File: src/rtl/mp_fifo_pkg.sv
// Shared constants and pointer helpers for the multi-port FIFO.
package mp_fifo_pkg;

    localparam int unsigned DEF_DATA_WIDTH = 32;
    localparam int unsigned DEF_ADDR_WIDTH = 4;
    localparam int unsigned DEF_NUM_WR     = 2;
    localparam int unsigned DEF_NUM_RD     = 2;
    localparam int unsigned DEF_INIT_COUNT = 0;
    localparam int unsigned DEF_INIT_START = 0;

    // Pointers carry one extra wrap bit above the memory index.
    function automatic int unsigned ptr_width(input int unsigned aw);
        return aw + 1;
    endfunction

    function automatic int unsigned depth_of(input int unsigned aw);
        return 32'd1 << aw;
    endfunction

    function automatic int unsigned lane_cnt_width(input int unsigned lanes);
        return $clog2(lanes + 1);
    endfunction

endpackage

File: src/rtl/mp_fifo_popcount.sv
// Combinational ones counter used for write and read lane counts.
module popcount
    import mp_fifo_pkg::*;
#(
    parameter int unsigned WIDTH = 2,
    localparam int unsigned CW   = lane_cnt_width(WIDTH)
) (
    input  logic [WIDTH-1:0] bits_i,
    output logic [CW-1:0]    count_o
);

    always_comb begin
        count_o = '0;
        for (int unsigned i = 0; i < WIDTH; i++) begin
            count_o = count_o + CW'(bits_i[i]);
        end
    end

endmodule

File: src/rtl/mp_fifo.sv
// Multi-lane write / multi-lane read FIFO with read-pointer checkpointing
// and sticky overflow/underflow flags.
module mp_fifo
    import mp_fifo_pkg::*;
#(
    parameter int unsigned DATA_WIDTH = DEF_DATA_WIDTH,
    parameter int unsigned ADDR_WIDTH = DEF_ADDR_WIDTH,
    parameter int unsigned NUM_WR     = DEF_NUM_WR,
    parameter int unsigned NUM_RD     = DEF_NUM_RD,
    parameter int unsigned INIT_COUNT = DEF_INIT_COUNT,
    parameter int unsigned INIT_START = DEF_INIT_START
) (
    input  logic                                clk,
    input  logic                                reset,
    input  logic [NUM_WR-1:0]                   wr_en,
    input  logic [NUM_WR-1:0][DATA_WIDTH-1:0]   wr_data,
    input  logic [NUM_RD-1:0]                   rd_en,
    output logic [NUM_RD-1:0][DATA_WIDTH-1:0]   rd_data,
    output logic [NUM_RD-1:0]                   rd_valid,
    output logic [ADDR_WIDTH:0]                 count,
    output logic                                wr_ready,
    input  logic                                ckpt_save,
    input  logic                                ckpt_restore,
    output logic                                err_ovf,
    output logic                                err_udf
);

    localparam int unsigned DEPTH = depth_of(ADDR_WIDTH);
    localparam int unsigned WCW   = lane_cnt_width(NUM_WR);
    localparam int unsigned RCW   = lane_cnt_width(NUM_RD);

    typedef logic [ptr_width(ADDR_WIDTH)-1:0] ptr_t;
    typedef logic [ADDR_WIDTH-1:0]            idx_t;

    logic [DATA_WIDTH-1:0] mem_q [DEPTH];

    ptr_t wr_ptr_q,   wr_ptr_d;
    ptr_t rd_ptr_q,   rd_ptr_d;
    ptr_t ckpt_ptr_q, ckpt_ptr_d;
    ptr_t rd_ptr_next;
    logic err_ovf_q,  err_ovf_d;
    logic err_udf_q,  err_udf_d;

    ptr_t              count_w;
    ptr_t              free_w;
    logic [WCW-1:0]    wr_cnt;
    logic [RCW-1:0]    rd_cnt;
    logic              wr_accept;
    logic [NUM_RD-1:0] pop_mask;
    logic              rd_bad;
    idx_t              wr_idx [NUM_WR];

    assign count_w  = wr_ptr_q - rd_ptr_q;
    assign free_w   = ptr_t'(DEPTH) - count_w;
    assign count    = count_w;
    assign wr_ready = (free_w >= ptr_t'(NUM_WR));
    assign err_ovf  = err_ovf_q;
    assign err_udf  = err_udf_q;

    popcount #(.WIDTH(NUM_WR)) u_wr_cnt (
        .bits_i  (wr_en),
        .count_o (wr_cnt)
    );

    popcount #(.WIDTH(NUM_RD)) u_rd_cnt (
        .bits_i  (pop_mask),
        .count_o (rd_cnt)
    );

    always_comb begin
        for (int unsigned i = 0; i < NUM_RD; i++) begin
            rd_data[i]  = mem_q[idx_t'(rd_ptr_q + ptr_t'(i))];
            rd_valid[i] = (count_w > ptr_t'(i));
        end
    end

    // Consume only the leading run of requested-and-valid lanes; any gap
    // in the request mask or a request past the valid entries is an error.
    always_comb begin : pop_select
        logic run;
        logic prev_en;
        pop_mask = '0;
        rd_bad   = 1'b0;
        run      = 1'b1;
        prev_en  = 1'b1;
        for (int unsigned i = 0; i < NUM_RD; i++) begin
            if (run && rd_en[i] && rd_valid[i]) begin
                pop_mask[i] = 1'b1;
            end else begin
                run = 1'b0;
            end
            if (rd_en[i] && !rd_valid[i]) rd_bad = 1'b1;
            if (rd_en[i] && !prev_en)     rd_bad = 1'b1;
            prev_en = rd_en[i];
        end
    end

    always_comb begin : wr_compact
        ptr_t ofs;
        ofs = '0;
        for (int unsigned j = 0; j < NUM_WR; j++) begin
            wr_idx[j] = idx_t'(wr_ptr_q + ofs);
            if (wr_en[j]) ofs = ofs + ptr_t'(1);
        end
    end

    always_comb begin
        wr_accept   = (ptr_t'(wr_cnt) <= free_w);
        wr_ptr_d    = wr_accept ? (wr_ptr_q + ptr_t'(wr_cnt)) : wr_ptr_q;
        err_ovf_d   = err_ovf_q | ~wr_accept;
        rd_ptr_next = rd_ptr_q + ptr_t'(rd_cnt);
        rd_ptr_d    = rd_ptr_next;
        ckpt_ptr_d  = ckpt_ptr_q;
        err_udf_d   = err_udf_q | rd_bad;
        // Restore wins over save and discards this cycle's read request.
        if (ckpt_restore) begin
            rd_ptr_d  = ckpt_ptr_q;
            err_udf_d = err_udf_q;
        end else if (ckpt_save) begin
            ckpt_ptr_d = rd_ptr_next;
        end
    end

    always_ff @(posedge clk or posedge reset) begin
        if (reset) begin
            wr_ptr_q   <= ptr_t'(INIT_COUNT);
            rd_ptr_q   <= '0;
            ckpt_ptr_q <= '0;
            err_ovf_q  <= 1'b0;
            err_udf_q  <= 1'b0;
        end else begin
            wr_ptr_q   <= wr_ptr_d;
            rd_ptr_q   <= rd_ptr_d;
            ckpt_ptr_q <= ckpt_ptr_d;
            err_ovf_q  <= err_ovf_d;
            err_udf_q  <= err_udf_d;
        end
    end

    always_ff @(posedge clk or posedge reset) begin
        if (reset) begin
            for (int unsigned i = 0; i < DEPTH; i++) begin
                mem_q[i] <= (i < INIT_COUNT) ? DATA_WIDTH'(INIT_START + i) : '0;
            end
        end else if (wr_accept) begin
            for (int unsigned j = 0; j < NUM_WR; j++) begin
                if (wr_en[j]) mem_q[wr_idx[j]] <= wr_data[j];
            end
        end
    end

endmodule

File: config.mk
export PLATFORM = sky130hd
export DESIGN_NAME = mp_fifo
export DESIGN_NICKNAME = d
export VERILOG_FILES = /design/src/rtl/mp_fifo_pkg.sv /design/src/rtl/mp_fifo_popcount.sv /design/src/rtl/mp_fifo.sv
export SDC_FILE = /design/constraint.sdc
export NUM_CORES = 2
export LEC_CHECK = 0
export BUFFER_PORTS_ARGS = -buffer_cell sky130_fd_sc_hd__buf_2
export CORE_UTILIZATION = 45
export DETAILED_ROUTE_END_ITERATION = 8
export MAX_ROUTING_LAYER = met4
export SYNTH_ARGS = -nofsm -noshare
export SYNTH_HDL_FRONTEND = slang
export SYNTH_SLANG_ARGS = --single-unit
File: constraint.sdc
create_clock -name clk -period 34.4 [get_ports clk]
set_input_delay 3.44 -clock clk [delete_from_list [all_inputs] [get_ports clk]]
set_output_delay 3.44 -clock clk [all_outputs]
set_load 0.02 [all_outputs]
==> metrics.cfg <==
[detailed_routing]
wl_per_cell_um = 34.2
drtIter0Drc = 4197
drt-total-wl_mm = 140
viasPerCell = 7.44
vias = 30500
drc = 0
ant_nets = 0
first_pass_iters = 7

[worst_setup_path]
critical_path_buf_inv_count = 2
crit_path_max_incr_delay_ps = 950
crit_path_top_delay_cell = dfrtp_4
r2r_start = rd_ptr_q[2]
worstSetupEndpointType = output pin
path_cells = inv_2, ha_1, a21oi_1, nand2_1, xnor2_1, and3_1, ha_1, nand2_1, or3_1, buf_2
cp-start-kind = flop
cp.arrival_ps = 4560
cp_num_cells = 10
crit_family = flip-flops
regToRegSetupSlack_ps = 27790
rr_worst_depth = 13
crit_type = reg -> out
r2r_end = mem_q[75]
cp_max_fo = 48
worstPathRequired_ps = 30960

[min_path]
holdCritStartpoint = err_udf
min_path_type = reg -> reg
hold_end = err_udf
hold_depth = 1

[run_status]
outcome = complete, no violations

[yosys]
syn_area_per_cell_um2 = 10.5
synth.area.top_cells = dfrtp_1 39%, mux4_2 19%, o2bb2ai_1 9.1%, nand2_1 5.1%, and3_1 4.8%
synth-seq-cells = 529
synth_edf_count = 0
yosysTopAreaCellShare = 0.391
synth_warnings = 0
postSynthCellCount = 3213
synth_cell_type_count = 52
async_reset_ff_frac = 1.00
netlist_area_um2 = 33900
synth_flop_cell = dfrtp_1
synth_top_cell_by_area = dfrtp_1
syn_nets = 3305
seq_area_frac_synth = 0.391

[clock_network]
insertion_delay_ps = 690
cts_tree = done
ctsHoldBuffers = 0
root_buffer = clkbuf_16
cts.sinks = 529
cts_resized = 0
clk_pin_slew_worst_paths_ps = 60
cts_made_buffers = 61
cts_max_level = 2
cts.path.max_buffers = 3
post_cts_buffers = 0

[power_and_ir_drop]
p_seq_frac = 0.257
p_leak_nw = 15.2
share_comb_of_total_power = 0.591
p_int_mw = 2.42
clkPwrFrac = 0.152
swShare = 0.467
power.total_mw = 4.55
vdd_drop_max_mv = 0.120
p_sw_mw = 2.13
power.density_nw_per_um2 = 122

[global_route]
grt_use_total = 0.377
grt-ovfl-total = 0
grt_max_degree = 172
grt.busiest_layer = met2
gr-usage-met1 = 0.478
use_met3 = 0.0881
grt_pass1_wl_mm = 209
met2_usage = 0.554
antenna_found_initial = 13
grt_pass1_vias = 30500

[cells_and_area]
drive_above_1_share = 0.222
nNetsFinal = 3160
nFillCells = 6564
most-common-layout-cells = 525 x dfrtp_1, 459 x nand2_1, 352 x o2bb2ai_1
area_delta_synth_final_pct = 9.74
final_common_cell = dfrtp_1
multi_input_area_um2 = 19100
register_area_um2 = 13300
finalInstanceArea_um2 = 37200

[sta]
setup_viol = 0
min_period_ps = 8000
relSlewSlack = 0.0355
period_share = 0.232
tightest_slew_ps = 1450
finClkSkew_ps = 27.9
finalHoldViolations = 0
clock.fmax_mhz = 125
tns_ps = 0
rsz0062_at_grt = no
report.final.slew_viol_count = 0
finalWorstSetupSlack_ps = 26400

[floorplan]
row_count = 100
die_w_um = 276
die_y_um = 276
initial_core_util = 0.455
coreArea_um2 = 74400
io_pins = 146
dieArea_um2 = 76400

[placement]
place_congestion = 0.901
placed_area_um2 = 35000
dpl.hpwl_mm = 78.3
pre_cts_ws_ps = 26950
numPortBuffers = 145

[run]
maxCapViolations = 0

synthesized netlist by cell type, types with 2 or more instances:
| library cell | number |
|---|---|
| a21o_1 | 2 |
| a21oi_1 | 229 |
| a22o_1 | 160 |
| a22oi_1 | 128 |
| a31oi_1 | 32 |
| and2_1 | 6 |
| and3_1 | 258 |
| buf_1 | 41 |
| buf_2 | 93 |
| buf_4 | 27 |
| buf_6 | 3 |
| clkbuf_1 | 264 |
| dfrtp_1 | 529 |
| fa_1 | 3 |
| ha_1 | 17 |
| inv_1 | 20 |
| mux2_2 | 8 |
| mux4_2 | 288 |
| nand2_1 | 460 |
| nand2b_1 | 6 |
| nand3_1 | 41 |
| nand3b_1 | 3 |
| nand4_1 | 6 |
| nor2_1 | 30 |
| nor2b_1 | 4 |
| nor3_1 | 10 |
| o211ai_1 | 2 |
| o21a_1 | 2 |
| o21ai_0 | 71 |
| o21ai_1 | 72 |
| o21ai_2 | 4 |
| o22ai_2 | 11 |
| o2bb2ai_1 | 352 |
| xnor2_1 | 12 |
| xor2_1 | 2 |
worst max-delay path by stage:
| stage | from | end | slack (ps) |
|---|---|---|---|
| 5_1_grt | rd_ptr_q[2] | wr_ready | 26270 |
| 3_5_place_dp | wr_en[0] | mem_q[301] | 26950 |
| 6_report | rd_ptr_q[2] | wr_ready | 26400 |
| 4_1_cts | rd_ptr_q[2] | wr_ready | 26490 |
| 2_1_floorplan | reset | ckpt_ptr_q[0] | 16180 |
| 3_3_place_gp | wr_en[0] | mem_q[269] | 27000 |
cell type report:
type / instances / share of cell area
diodes: 14 / 0.000943
clock buffers: 93 / 0.0500
clock inverters: 17 / 0.00643
inverters: 21 / 0.00232
multi-input cells: 2235 / 0.515
flip-flops and latches: 529 / 0.357
well taps: 969 / 0.0326
repair buffers: 220 / 0.0362
routing by layer:
layer,vias to the layer above,wire length [µm]
met5,-,0
met4,0,8580
met3,572,16600
met2,2416,63500
met1,15400,51400
li1,12100,-
sequential cells by signal, summed over array words and instances, names as in the netlist:
name	count
wr_ptr_q	5
ckpt_ptr_q	5
err_udf	1
rd_ptr_q	5
err_ovf	1
mem_q	512
cell families (layout without fill, tap and decap cells):
kind of cell / after synthesis / count (layout) / synth area share
AOI/OAI and AO/OA: 1074 / 1074 / 0.230
xor gates and xnor gates: 14 / 14 / 0.00362
adders and majority gates: 20 / 20 / 0.00805
buffers and inverters: 449 / 351 / 0.0569
DFF: 529 / 529 / 0.391
muxes: 297 / 297 / 0.194
other: 0 / 14 / 0
and+or+nand+nor: 830 / 830 / 0.116
power by group through the flow:
stage	Sequential (mW)	Clock (mW)	Combinational [mW]
final	1.17	0.691	2.69
after global routing	1.20	0.717	2.81
after CTS	1.16	0.693	2.65
after detailed placement	1.16	0	2.64
after global placement	1.15	0	2.60
after floorplan	1.05	0	1.91
per-stage QoR:
stage | cells | utilization | hold WS (ps)
final | 4098 | 0.499 | 472
after detailed placement | 3973 | 0.470 | 455
after global placement | 3973 | 0.470 | 454
after CTS | 4083 | 0.498 | 471
after floorplan | 3213 | - | 450
after global routing | 4093 | 0.499 | 505
Note: power is estimated with default switching activity, not from simulation.
